**src/rtl/drac_pkg.sv**
```systemverilog
// Shared rename-stage types and sizes for the integer and FP free lists and rename tables.
package drac_pkg;

    localparam int unsigned NUM_ISA_REGISTERS         = 32;
    localparam int unsigned NUM_PHYSICAL_REGISTERS    = 64;
    localparam int unsigned NUM_FP_PHYSICAL_REGISTERS = 64;
    localparam int unsigned NUM_CHECKPOINTS           = 4;

    localparam int unsigned PHYSICAL_REGFILE_IDX = $clog2(NUM_PHYSICAL_REGISTERS);
    localparam int unsigned CHECKPOINT_IDX       = $clog2(NUM_CHECKPOINTS);
    localparam int unsigned NUM_CKPT_W           = CHECKPOINT_IDX + 1;

    // FP free list holds every physical register not mapped at reset
    localparam int unsigned FP_FL_DEPTH = NUM_FP_PHYSICAL_REGISTERS - NUM_ISA_REGISTERS;
    localparam int unsigned FP_FL_IDX   = $clog2(FP_FL_DEPTH);
    localparam int unsigned FL_PTR_W    = FP_FL_IDX + 1;

    typedef logic [PHYSICAL_REGFILE_IDX-1:0] phreg_t;
    typedef logic [CHECKPOINT_IDX-1:0]       checkpoint_ptr;
    typedef logic [NUM_CKPT_W-1:0]           num_ckpt_t;
    // Extra MSB separates a full list from an empty one
    typedef logic [FL_PTR_W-1:0]             fl_ptr_t;

endpackage

```
**src/rtl/free_list_checkpoint_ctrl.sv**
```systemverilog
// Checkpoint bookkeeping shared by the free lists: version pointers, occupancy and the
// checkpoint enable, kept bit-identical to the matching rename table.
module free_list_checkpoint_ctrl
    import drac_pkg::*;
(
    input  logic          clk_i,
    input  logic          rstn_i,
    input  logic          do_checkpoint_i,
    input  logic          do_recover_i,
    input  logic          delete_checkpoint_i,
    input  checkpoint_ptr recover_checkpoint_i,
    input  logic          recover_commit_i,
    output logic          ckpt_en_c_o,
    output checkpoint_ptr ckpt_slot_c_o,
    output checkpoint_ptr checkpoint_o,
    output logic          out_of_checkpoints_o
);

    checkpoint_ptr version_head_q, version_head_d;
    checkpoint_ptr version_tail_q, version_tail_d;
    checkpoint_ptr checkpoint_d;
    num_ckpt_t     num_checkpoints_q, num_checkpoints_d;

    assign ckpt_en_c_o = do_checkpoint_i
                       & (num_checkpoints_q < num_ckpt_t'(NUM_CHECKPOINTS - 1))
                       & ~do_recover_i & ~recover_commit_i;
    assign ckpt_slot_c_o        = version_head_q + checkpoint_ptr'(1);
    assign out_of_checkpoints_o = (num_checkpoints_q == num_ckpt_t'(NUM_CHECKPOINTS - 1));

    always_comb begin
        version_head_d    = version_head_q;
        version_tail_d    = version_tail_q;
        num_checkpoints_d = num_checkpoints_q;
        checkpoint_d      = version_head_q;
        if (recover_commit_i) begin
            version_head_d    = '0;
            version_tail_d    = '0;
            num_checkpoints_d = '0;
            checkpoint_d      = '0;
        end else begin
            version_tail_d = version_tail_q + checkpoint_ptr'(delete_checkpoint_i);
            if (do_recover_i) begin
                // Live checkpoints are those between the oldest and the restored label
                version_head_d = recover_checkpoint_i;
                if (recover_checkpoint_i >= version_tail_q) begin
                    num_checkpoints_d = num_ckpt_t'(recover_checkpoint_i)
                                      - num_ckpt_t'(version_tail_q);
                end else begin
                    num_checkpoints_d = num_ckpt_t'(NUM_CHECKPOINTS)
                                      - num_ckpt_t'(version_tail_q)
                                      + num_ckpt_t'(recover_checkpoint_i);
                end
            end else begin
                version_head_d    = version_head_q + checkpoint_ptr'(ckpt_en_c_o);
                num_checkpoints_d = num_checkpoints_q + num_ckpt_t'(ckpt_en_c_o)
                                  - num_ckpt_t'(delete_checkpoint_i);
            end
        end
    end

    always_ff @(posedge clk_i or negedge rstn_i) begin
        if (!rstn_i) begin
            version_head_q    <= '0;
            version_tail_q    <= '0;
            num_checkpoints_q <= '0;
            checkpoint_o      <= '0;
        end else begin
            version_head_q    <= version_head_d;
            version_tail_q    <= version_tail_d;
            num_checkpoints_q <= num_checkpoints_d;
            checkpoint_o      <= checkpoint_d;
        end
    end

endmodule

```
**src/rtl/free_list_fp.sv**
```systemverilog
// Checkpointed circular free list of FP physical registers feeding the FP rename table.
// The head entry falls through combinationally; commits push freed registers at the tail.
module free_list_fp
    import drac_pkg::*;
(
    input  logic          clk_i,
    input  logic          rstn_i,
    input  logic          read_head_i,
    input  logic          add_free_register_i,
    input  phreg_t        free_register_i,
    input  logic          commit_advance_i,
    input  logic          do_checkpoint_i,
    input  logic          do_recover_i,
    input  logic          delete_checkpoint_i,
    input  checkpoint_ptr recover_checkpoint_i,
    input  logic          recover_commit_i,
    output phreg_t        new_register_o,
    output checkpoint_ptr checkpoint_o,
    output logic          out_of_checkpoints_o,
    output logic          empty_o
);

    phreg_t        list_q [FP_FL_DEPTH];
    fl_ptr_t       head_copy_q [NUM_CHECKPOINTS];
    fl_ptr_t       head_q, head_d, head_pop;
    fl_ptr_t       tail_q, tail_d;
    fl_ptr_t       commit_head_q, commit_head_d;
    fl_ptr_t       count;
    logic          pop, push_req, push, full;
    logic          ckpt_en;
    checkpoint_ptr ckpt_slot;

    free_list_checkpoint_ctrl u_ckpt_ctrl (
        .clk_i                (clk_i),
        .rstn_i               (rstn_i),
        .do_checkpoint_i      (do_checkpoint_i),
        .do_recover_i         (do_recover_i),
        .delete_checkpoint_i  (delete_checkpoint_i),
        .recover_checkpoint_i (recover_checkpoint_i),
        .recover_commit_i     (recover_commit_i),
        .ckpt_en_c_o          (ckpt_en),
        .ckpt_slot_c_o        (ckpt_slot),
        .checkpoint_o         (checkpoint_o),
        .out_of_checkpoints_o (out_of_checkpoints_o)
    );

    assign count          = tail_q - head_q;
    assign empty_o        = (count == '0);
    assign full           = (count == fl_ptr_t'(FP_FL_DEPTH));
    assign new_register_o = list_q[head_q[FP_FL_IDX-1:0]];

    // Recovery cycles never allocate; physical register 0 is never returned to the list
    assign pop      = read_head_i & ~empty_o & ~do_recover_i & ~recover_commit_i;
    assign push_req = add_free_register_i & (free_register_i != '0);
    assign push     = push_req & ~full;
    assign head_pop = head_q + fl_ptr_t'(pop);

    always_comb begin
        commit_head_d = commit_head_q + fl_ptr_t'(commit_advance_i);
        tail_d        = tail_q + fl_ptr_t'(push);
        head_d        = head_pop;
        if (recover_commit_i) begin
            head_d = commit_head_d;
        end else if (do_recover_i) begin
            head_d = head_copy_q[recover_checkpoint_i];
        end
    end

    always_ff @(posedge clk_i or negedge rstn_i) begin
        if (!rstn_i) begin
            head_q        <= '0;
            tail_q        <= fl_ptr_t'(FP_FL_DEPTH);
            commit_head_q <= '0;
        end else begin
            head_q        <= head_d;
            tail_q        <= tail_d;
            commit_head_q <= commit_head_d;
        end
    end

    always_ff @(posedge clk_i or negedge rstn_i) begin
        if (!rstn_i) begin
            for (int unsigned i = 0; i < FP_FL_DEPTH; i++) begin
                list_q[i] <= phreg_t'(NUM_ISA_REGISTERS + i);
            end
        end else if (push) begin
            list_q[tail_q[FP_FL_IDX-1:0]] <= free_register_i;
        end
    end

    // Snapshot the post-pop head so recovery resumes right after the branch's own allocation
    always_ff @(posedge clk_i or negedge rstn_i) begin
        if (!rstn_i) begin
            for (int unsigned i = 0; i < NUM_CHECKPOINTS; i++) begin
                head_copy_q[i] <= '0;
            end
        end else if (ckpt_en) begin
            head_copy_q[ckpt_slot] <= head_pop;
        end
    end

    a_no_push_when_full: assert property (
        @(posedge clk_i) disable iff (!rstn_i) !(push_req && full)
    ) else $error("free_list_fp: register freed into a full list");

    a_pointer_order: assert property (
        @(posedge clk_i) disable iff (!rstn_i)
        fl_ptr_t'(head_q - commit_head_q) <= fl_ptr_t'(tail_q - commit_head_q)
    ) else $error("free_list_fp: commit_head/head/tail out of order");

endmodule

```
**config.mk**
```make
export PLATFORM = sky130hd
export DESIGN_NAME = free_list_fp
export DESIGN_NICKNAME = d
export VERILOG_FILES = /design/src/rtl/drac_pkg.sv /design/src/rtl/free_list_checkpoint_ctrl.sv /design/src/rtl/free_list_fp.sv
export SDC_FILE = /design/constraint.sdc
export NUM_CORES = 1
export LEC_CHECK = 0
export ABC_CLOCK_PERIOD_IN_PS = 5200
export BUFFER_PORTS_ARGS = -buffer_cell sky130_fd_sc_hd__clkbuf_2
export CORE_ASPECT_RATIO = 0.75
export CORE_MARGIN = 1
export CORE_UTILIZATION = 40
export DETAILED_ROUTE_END_ITERATION = 10
export PLACE_DENSITY = 0.55
export SLEW_MARGIN = 20
export SYNTH_ARGS = -nofsm -noshare
export SYNTH_HDL_FRONTEND = slang
export SYNTH_HIERARCHICAL = 1
export SYNTH_SLANG_ARGS = --single-unit
```
**constraint.sdc**
```tcl
create_clock -name clk_i -period 5.2 [get_ports clk_i]
set_input_delay 0.78 -clock clk_i [delete_from_list [all_inputs] [get_ports clk_i]]
set_output_delay 0.78 -clock clk_i [all_outputs]
set_load 0.03 [all_outputs]
```
==> qor.yml, run 1 <==
floorplanning:
  die_w_um: 199
  start_util_pct: 41.1
  num_rows: 53
  top_level_ports: 27
  core-area_um2: 28400
  dieArea_um2: 29900
  die_height_um: 150
layout:
  areaGrowthSynthToFinish_pct: 11.9
  final_design_area_no_fill_um2: 13100
  layout-drive-gt1-share_pct: 53.5
  nFillCells: 2520
  final_nets: 851
  finish.utilization_pct: 46.0
  diodes: 0
  fin_cells: 1218
synth:
  avgSynthCellArea_um2: 14.7
  synth_compound_area_share_pct: 2.18
  synth_top_area_cell: "dfrtp_1"
  muxShareOfSynthArea_pct: 32.3
  syn_nets: 832
  synth-edff-count: 0
  synth_top_area_share_pct: 27.9
  ys_async_sr_fraction_pct: 100
  yosysUniqueCellTypes: 48
  synth_top_family_by_area: "multiplexers"
  synth-xor-area-share_pct: 1.43
  synth_area_um2: 11700
  synthTopCellsByCount: "179 x mux2_2, 130 x dfrtp_1, 113 x dfstp_2, 66 x mux4_2, 53 x nand2_1"
  yosys.area_share.simple_pct: 6.43
  ys_top_cells_by_area: "dfrtp_1 28%, dfstp_2 25%, mux2_2 17%"
  yosys_register_bits: 243
  synthAdderAreaFrac_pct: 2.27
  yosysMostFrequentCell: "mux2_2"
  synth_flop_cell: "dfrtp_1"
  ys_seq_area_share_pct: 53.3
  ys.warnings.count: 6
  synthCells: 795
cts:
  insertion_delay_ns: 0.54
  cts_root_buf: "clkbuf_16"
  cts_inserted_buffers: 26
  cts_tree: "done"
  post_cts_resize_count: 0
  cts_buffer_depth: 3
  ctsHoldBuffers: 0
  clk_pin_slew_ns: 0.06
  htree_num_levels: 1
  cts.sinks: 243
  post-cts-setup-buffer-count: 0
sta:
  finalHoldViolCount: 0
  finalSetupViolations: 0
  holdWs_ns: 0.327
  setup_tns_ns: 0
  fin_skew_ns: 0.0220
  timing.fmax_ghz: 0.236
  period_needed_ns: 4.25
  slew_headroom_pct: 34.5
  fin_ws_ns: 0.954
  worst_slew_pin_slew_ns: 0.983
  grt_setup_unrepaired: "false"
  drv_slew: 0
  period_share_pct: 81.7
placement:
  placed_cells: 1170
  dp_hpwl_um: 18100
  place_ws_ns: 0.986
  port_buffers: 26
  gp_congestion: 0.862
  placed_area_um2: 12200
global_route:
  grt_max_degree: 129
  grt_pass1_vias: 7161
  grt_pass1_wl_um: 43100
  grt-ovfl-total: 0
  track_usage_pct: 19.4
  grt_antenna_before_repair: 0
power_and_ir_drop:
  total_power_mw: 7.99
  leakagePower_nw: 5.56
  pwr_density_cell_nw_per_um2: 612
  worst_ir_drop_vdd_v: 0.000296
setup_path:
  crit_type: "reg2out"
  cp_max_fo: 29
  crit_path_end_kind: "output port"
  cp.required_ns: 4.42
  cp-start-kind: "flop"
  cp_data_arrival_time_ns: 3.47
drt:
  vias: 6631
  ant_nets: 0
  drt_iter0_drc: 395
  drt-pass1-iter-count: 4
  vias_per_cell: 5.44
  wl_um: 27300
  post_drt_wl_per_cell_um: 22.4
  remaining_drc_errors: 0
outcome:
  outcome: "finished clean"
hold_path:
  hold_path.class: "in2async"
flow_run:
  maxCapViolCount: 0
-- cells by family (layout without fill, tap and decap cells) --
group           count (synthesis)  count (layout)
mux                           269             269
flops                         243             243
simple gates                  142             142
buf+inv                        61              99
compound gates                 41              41
fa+ha+maj                      20              20
xor+xnor                       19              19
-- critical path, cell delays in order (launching register included) --
cell,delay (ns)
dfrtp_4,0.83
buf_4,0.53
mux4_2,0.61
mux4_2,0.50
nand2_1,0.10
nand2_1,0.14
clkbuf_2,0.22
-- state kept, by name (all words and copies together) (netlist names) --
signal	cells
u_ckpt_ctrl/version_head_q	2
list_q	192
u_ckpt_ctrl/version_tail_q	2
u_ckpt_ctrl/checkpoint_o	2
head_q	6
tail_q	6
u_ckpt_ctrl/num_checkpoints_q	3
head_copy_q	24
commit_head_q	6
-- metal layers --
| metal | GRT usage [%] | share of wire, % | vias up |
|---|---|---|---|
| met2 | 30.4 | 47 | 123 |
| met5 | 0 | 0 | - |
| met3 | 3.29 | 4.8 | 35 |
| met1 | 28.3 | 47 | 3504 |
| li1 | - | - | 2969 |
| met4 | 3.85 | 1.8 | 0 |
-- power breakdown --
group | switching [mW] | internal (mW) | leakage (nW)
clock | 0.734 | 1.09 | 0.416
sequential | 0.574 | 2.90 | 2.84
combinational | 1.26 | 1.43 | 2.31
-- path summary, 6_finish.rpt --
check                                  from                          endpoint  cells after the start  slack, ns
setup / recovery                  head_q[0]                 new_register_o[2]                      6       0.95
hold reg to reg            commit_head_q[5]                  commit_head_q[5]                      1       0.47
hold / removal                       rstn_i  u_ckpt_ctrl/num_checkpoints_q[1]                      1       0.33
min in group clk_i         commit_head_q[5]                  commit_head_q[5]                      1       0.47
max in group asynchronous            rstn_i                       list_q[126]                      2       3.72
setup reg to reg                  tail_q[0]                         head_q[4]                     14       0.99
-- cell usage in the layout (no fill, tap or decap), drive strengths merged, types with 2 or more instances in the layout --
master | synthesis | routed
dfrtp | 130 | 130
mux4 | 66 | 66
mux2i | 3 | 3
nand2b | 4 | 4
a21oi | 8 | 8
nor3b | 4 | 4
dfstp | 113 | 113
xor2 | 5 | 5
nand4 | 12 | 12
nand3b | 5 | 5
a21o | 2 | 2
o31ai | 2 | 2
nor2b | 3 | 3
clkinv | 1 | 7
and2b | 2 | 2
fa | 2 | 2
nand4b | 5 | 5
mux2 | 200 | 200
nand2 | 53 | 53
xnor2 | 14 | 14
inv | 15 | 15
buf | 12 | 11
and3 | 3 | 3
nor2 | 27 | 27
o21ai | 20 | 20
a211oi | 4 | 4
ha | 18 | 18
nor3 | 3 | 3
nand3 | 15 | 15
clkbuf | 33 | 63
bufinv | 0 | 2
-- cell type report --
| cell class | instances | area [um2] | share of cell area (%) |
|---|---|---|---|
| clock inverters | 9 | 97.6 | 0.747 |
| repair buffers | 36 | 235 | 1.80 |
| clock buffers | 38 | 747 | 5.72 |
| well taps | 385 | 482 | 3.69 |
| multi-input cells | 491 | 5220 | 39.9 |
| inverters | 16 | 60.1 | 0.460 |
| flip-flops and latches | 243 | 6230 | 47.7 |
(Power assumes the default switching activity.)
==> run 2: changes to the inputs <==
--- a/config.mk
+++ b/config.mk
@@ -5,13 +5,13 @@
 export SDC_FILE = /design/constraint.sdc
 export NUM_CORES = 1
 export LEC_CHECK = 0
-export ABC_CLOCK_PERIOD_IN_PS = 5200
+export ABC_CLOCK_PERIOD_IN_PS = 3850
 export BUFFER_PORTS_ARGS = -buffer_cell sky130_fd_sc_hd__clkbuf_2
 export CORE_ASPECT_RATIO = 0.75
 export CORE_MARGIN = 1
 export CORE_UTILIZATION = 40
 export DETAILED_ROUTE_END_ITERATION = 10
-export PLACE_DENSITY = 0.55
+export PLACE_DENSITY = 0.57
 export SLEW_MARGIN = 20
 export SYNTH_ARGS = -nofsm -noshare
 export SYNTH_HDL_FRONTEND = slang
==> constraint.sdc (replaced) <==
create_clock -name clk_i -period 3.85 [get_ports clk_i]
set_input_delay 0.5775 -clock clk_i [delete_from_list [all_inputs] [get_ports clk_i]]
set_output_delay 0.5775 -clock clk_i [all_outputs]
set_load 0.03 [all_outputs]
==> qor.yml, run 2 (synthesis results as in run 1) <==
sta:
  period_share_pct: 94.3
  timing.fmax_ghz: 0.275
  drv_slew: 0
  fin_skew_ns: 0.00881
  slew_headroom_pct: 37.0
  holdWs_ns: 0.150
  finalHoldViolCount: 0
  grt_setup_unrepaired: "false"
  setup_tns_ns: 0
  finalSetupViolations: 0
  period_needed_ns: 3.63
  worst_slew_pin_slew_ns: 0.945
power_and_ir_drop:
  internal_power_mw: 7.32
  leakagePower_nw: 5.61
  clock_power_share_pct: 22.3
  p_switching_mw: 3.58
  worst_ir_drop_vdd_v: 0.000496
  total_power_mw: 10.9
  pwr-share-seq_pct: 41.1
  pwr_density_cell_nw_per_um2: 829
  switching_share_pct: 32.8
  power_frac_comb_pct: 36.6
floorplanning:
  die_w_um: 199
  core-area_um2: 28400
  dieArea_um2: 29900
  die_height_um: 150
  num_rows: 53
  start_util_pct: 41.1
  top_level_ports: 27
drt:
  ant_nets: 0
  post_drt_wl_per_cell_um: 22.2
  vias: 6782
  drt_iter0_drc: 385
  vias_per_cell: 5.52
  wl_um: 27300
  drt-pass1-iter-count: 4
  remaining_drc_errors: 0
setup_path:
  path_cells: "buf_4 -> mux4_2 -> mux4_2 -> nand2_1 -> nand2_1 -> clkbuf_2"
  r2r_end: "head_q[4]"
  crit_slowest_cell: "mux4_2"
  critPathMaxStageDelay_ns: 0.63
  cp_data_arrival_time_ns: 3.05
  cp_max_fo: 25
  crit_type: "reg2out"
  cp-start-kind: "flop"
  reg2reg_slack_ns: 0.38
  r2r_start: "tail_q[2]"
  critPathBufInv: 2
  crit_path_end_kind: "output port"
  cpLargestDelayFamily: "multiplexers"
  ff2ff_path_depth: 13
  cp.required_ns: 3.27
cts:
  insertion_delay_ns: 0.53
  cts_tree: "done"
  cts_root_buf: "clkbuf_16"
  htree_num_levels: 1
  ctsHoldBuffers: 0
  cts_inserted_buffers: 26
  cts_buffer_depth: 3
  post-cts-setup-buffer-count: 0
  clk_pin_slew_ns: 0.06
  cts.sinks: 243
  post_cts_resize_count: 0
layout:
  diodes: 0
  nFillCells: 2508
  reg.largest.list: "list_q: 192 flops, head_copy_q: 24 flops"
  final_common_cell: "mux2_2"
  largest_reg_flops: 192
  top_register: "list_q"
  final_design_area_no_fill_um2: 13200
  final_cell_mix: "179 x mux2_2, 128 x dfrtp_1, 113 x dfstp_2"
  areaGrowthSynthToFinish_pct: 12.6
  finish.utilization_pct: 46.3
  final_nets: 860
  layout-drive-gt1-share_pct: 54.2
placement:
  dp_hpwl_um: 18400
  gp_congestion: 0.899
  port_buffers: 26
  placed_area_um2: 12300
global_route:
  track_usage_pct: 19.5
  grt_max_degree: 125
  grt_pass1_wl_um: 44200
  grt-busiest-layer: "met2"
  grt_antenna_before_repair: 0
  met3_usage_pct: 2.70
  grt-ovfl-total: 0
  gr-usage-met1_pct: 27.9
  grt_pass1_vias: 7473
  met2_usage_pct: 31.6
outcome:
  outcome: "finished clean"
hold_path:
  hold_path.class: "in2async"
flow_run:
  maxCapViolCount: 0
run 2: changes by cell type in the layout (fill, tap and decap cells not counted), moves of 2 or more:
cell,previous run,this run
buf_12,1,3
buf_4,8,16
bufinv_16,2,0
clkbuf_8,3,5
run 2: routing by layer:
layer  up-vias  wire length [um]
met2       149             13000
met5         -                 0
li1       3003                 -
met3        40              1170
met1      3590             12500
met4         0               598
run 2: metrics by stage:
step                instances  setup slack [ns]
floorplan                 795             0.143
global placement         1180             0.698
detailed placement       1180             0.494
CTS                      1228             0.169
global route             1228            0.0892
finish                   1228             0.219
run 2: how the worst max path moves through the flow:
stage                         start                 to  cells past startpoint
final                     head_q[0]  new_register_o[3]                      6
after global routing      head_q[0]  new_register_o[3]                      6
after CTS                 head_q[0]  new_register_o[3]                      6
after detailed placement  tail_q[2]          head_q[4]                     13
after global placement    tail_q[2]          head_q[4]                     12
after floorplan           head_q[2]          head_q[4]                     15
run 2: final cells by class:
cell class              count  area (um2)  share of cell area (%)
inverters                  16        60.1                   0.457
multi-input cells         491        5220                    39.7
well taps                 385         482                    3.66
repair buffers             45         320                    2.44
clock inverters             7        41.3                   0.314
flip-flops and latches    243        6230                    47.4
clock buffers              41         800                    6.08
run 2: power groups by stage:
stage	registers [mW]	logic, mW	clock network, mW
6_report	4.48	3.99	2.44
5_1_grt	4.61	4.28	2.62
4_1_cts	4.48	4.02	2.51
3_5_place_dp	4.52	4.00	0
3_3_place_gp	4.42	3.88	0
2_1_floorplan	4.29	2.97	0
==> run 3: changes to the inputs <==
--- a/config.mk
+++ b/config.mk
@@ -5,13 +5,13 @@
 export SDC_FILE = /design/constraint.sdc
 export NUM_CORES = 1
 export LEC_CHECK = 0
-export ABC_CLOCK_PERIOD_IN_PS = 3850
+export ABC_CLOCK_PERIOD_IN_PS = 3700
 export BUFFER_PORTS_ARGS = -buffer_cell sky130_fd_sc_hd__clkbuf_2
 export CORE_ASPECT_RATIO = 0.75
 export CORE_MARGIN = 1
 export CORE_UTILIZATION = 40
 export DETAILED_ROUTE_END_ITERATION = 10
-export PLACE_DENSITY = 0.57
+export PLACE_DENSITY = 0.55
 export SLEW_MARGIN = 20
 export SYNTH_ARGS = -nofsm -noshare
 export SYNTH_HDL_FRONTEND = slang
==> constraint.sdc (replaced) <==
create_clock -name clk_i -period 3.7 [get_ports clk_i]
set_input_delay 0.555 -clock clk_i [delete_from_list [all_inputs] [get_ports clk_i]]
set_output_delay 0.555 -clock clk_i [all_outputs]
set_load 0.03 [all_outputs]
==> qor.yml, run 3 (synthesis results as in run 1) <==
outcome:
  outcome: "finished clean"
cts:
  htree_num_levels: 1
  insertion_delay_ns: 0.53
  clk_pin_slew_ns: 0.06
  cts.sinks: 243
  ctsHoldBuffers: 0
  cts_inserted_buffers: 26
  post_cts_resize_count: 0
  post-cts-setup-buffer-count: 0
  cts_tree: "done"
  cts_root_buf: "clkbuf_16"
  cts_buffer_depth: 3
layout:
  final_nets: 862
  diodes: 0
  largest_reg_flops: 192
  areaGrowthSynthToFinish_pct: 12.8
  final_cell_mix: "179 x mux2_2, 128 x dfrtp_1, 113 x dfstp_2"
  layout-drive-gt1-share_pct: 53.8
  reg.largest.list: "list_q: 192 flops, head_copy_q: 24 flops"
  top_register: "list_q"
  nFillCells: 2533
  final_common_cell: "mux2_2"
global_route:
  grt_pass1_wl_um: 43600
  track_usage_pct: 19.3
  grt_pass1_vias: 7266
  grt_max_degree: 110
  grt_antenna_before_repair: 0
  grt-ovfl-total: 0
sta:
  finalSetupViolations: 0
  worst_slew_pin_slew_ns: 0.867
  timing.fmax_ghz: 0.290
  period_share_pct: 93.2
  slew_headroom_pct: 42.2
  drv_slew: 0
  finalHoldViolCount: 0
  grt_setup_unrepaired: "false"
  period_needed_ns: 3.45
  fin_ws_ns: 0.250
  fin_skew_ns: 0.0172
  setup_tns_ns: 0
placement:
  dp_hpwl_um: 18200
  gp_congestion: 0.804
  port_buffers: 26
  place_ws_ns: 0.397
setup_path:
  cp-start-kind: "flop"
  crit_path_end_kind: "output port"
  cp_data_arrival_time_ns: 2.90
  reg2reg_slack_ns: 0.39
  crit_type: "reg2out"
  cp_max_fo: 51
  cp.required_ns: 3.14
floorplanning:
  top_level_ports: 27
  dieArea_um2: 29900
  num_rows: 53
  die_height_um: 150
  start_util_pct: 41.1
  die_w_um: 199
  core-area_um2: 28400
power_and_ir_drop:
  clock_power_share_pct: 23.0
  switching_share_pct: 31.8
  internal_power_mw: 7.70
  pwr_density_cell_nw_per_um2: 857
  worst_ir_drop_vdd_v: 0.000360
  leakagePower_nw: 5.62
  power_frac_comb_pct: 35.6
  pwr-share-seq_pct: 41.4
  p_switching_mw: 3.58
flow_run:
  maxCapViolCount: 0
drt:
  drt-pass1-iter-count: 6
  post_drt_wl_per_cell_um: 22.2
  vias_per_cell: 5.46
  vias: 6711
  remaining_drc_errors: 0
  ant_nets: 0
  drt_iter0_drc: 493
  wl_um: 27300
hold_path:
  hold_path.class: "in2async"
==> run 3: path summary, 6_finish.rpt <==
check                            startpoint                                to  depth (start not counted)
setup / recovery                  head_q[1]                 new_register_o[2]                          6
hold / removal                       rstn_i  u_ckpt_ctrl/num_checkpoints_q[2]                          1
setup reg to reg                  tail_q[3]                         head_q[4]                         13
hold reg to reg            commit_head_q[5]                  commit_head_q[5]                          1
max in group asynchronous            rstn_i                       list_q[119]                          2
min in group clk_i         commit_advance_i                  commit_head_q[0]                          2
==> run 3: per-stage QoR <==
stage               std cells  hold slack (ns)  total power, mW  cell area [um2]  utilization [%]
global placement         1182            0.458             8.56            12300             43.4
global route             1230            0.101             12.0            13200             46.4
floorplan                 795            0.259             7.55            11700                -
detailed placement       1182            0.474             8.76            12300             43.4
CTS                      1230            0.101             11.4            13200             46.4
finish                   1230           0.0511             11.3            13200             46.4
==> run 3: layout make-up <==
| class | count | area [um2] | share of cell area [%] |
|---|---|---|---|
| Multi-Input combinational cell | 491 | 5220 | 39.6 |
| Tap cell | 385 | 482 | 3.66 |
| Inverter | 16 | 60.1 | 0.456 |
| Clock inverter | 3 | 40.0 | 0.304 |
| Clock buffer | 45 | 815 | 6.19 |
| Timing Repair Buffer | 47 | 323 | 2.45 |
| Sequential cell | 243 | 6230 | 47.3 |
==> run 3: power groups by stage <==
stage,clock network [mW],registers (mW),logic [mW]
2_1_floorplan,0,4.46,3.09
3_3_place_gp,0,4.60,3.96
3_5_place_dp,0,4.70,4.06
4_1_cts,2.67,4.67,4.07
5_1_grt,2.77,4.82,4.36
6_report,2.59,4.67,4.02
==> run 3: critical path: stages (launching register included) <==
cell and delay (ns):
dfrtp_2 0.36, buf_4 0.65, mux4_2 0.47, mux4_2 0.54, nand2_1 0.10, nand2_1 0.06, clkbuf_2 0.18
==> run 3: metal layers <==
metal  global-route usage (%)  up-vias  part of all wire, %
met2                     30.4      106                   46
li1                         -     2996                    -
met3                     3.18       48                  4.1
met4                     5.50        0                  2.5
met1                     27.6     3561                   47
met5                        0        -                    0
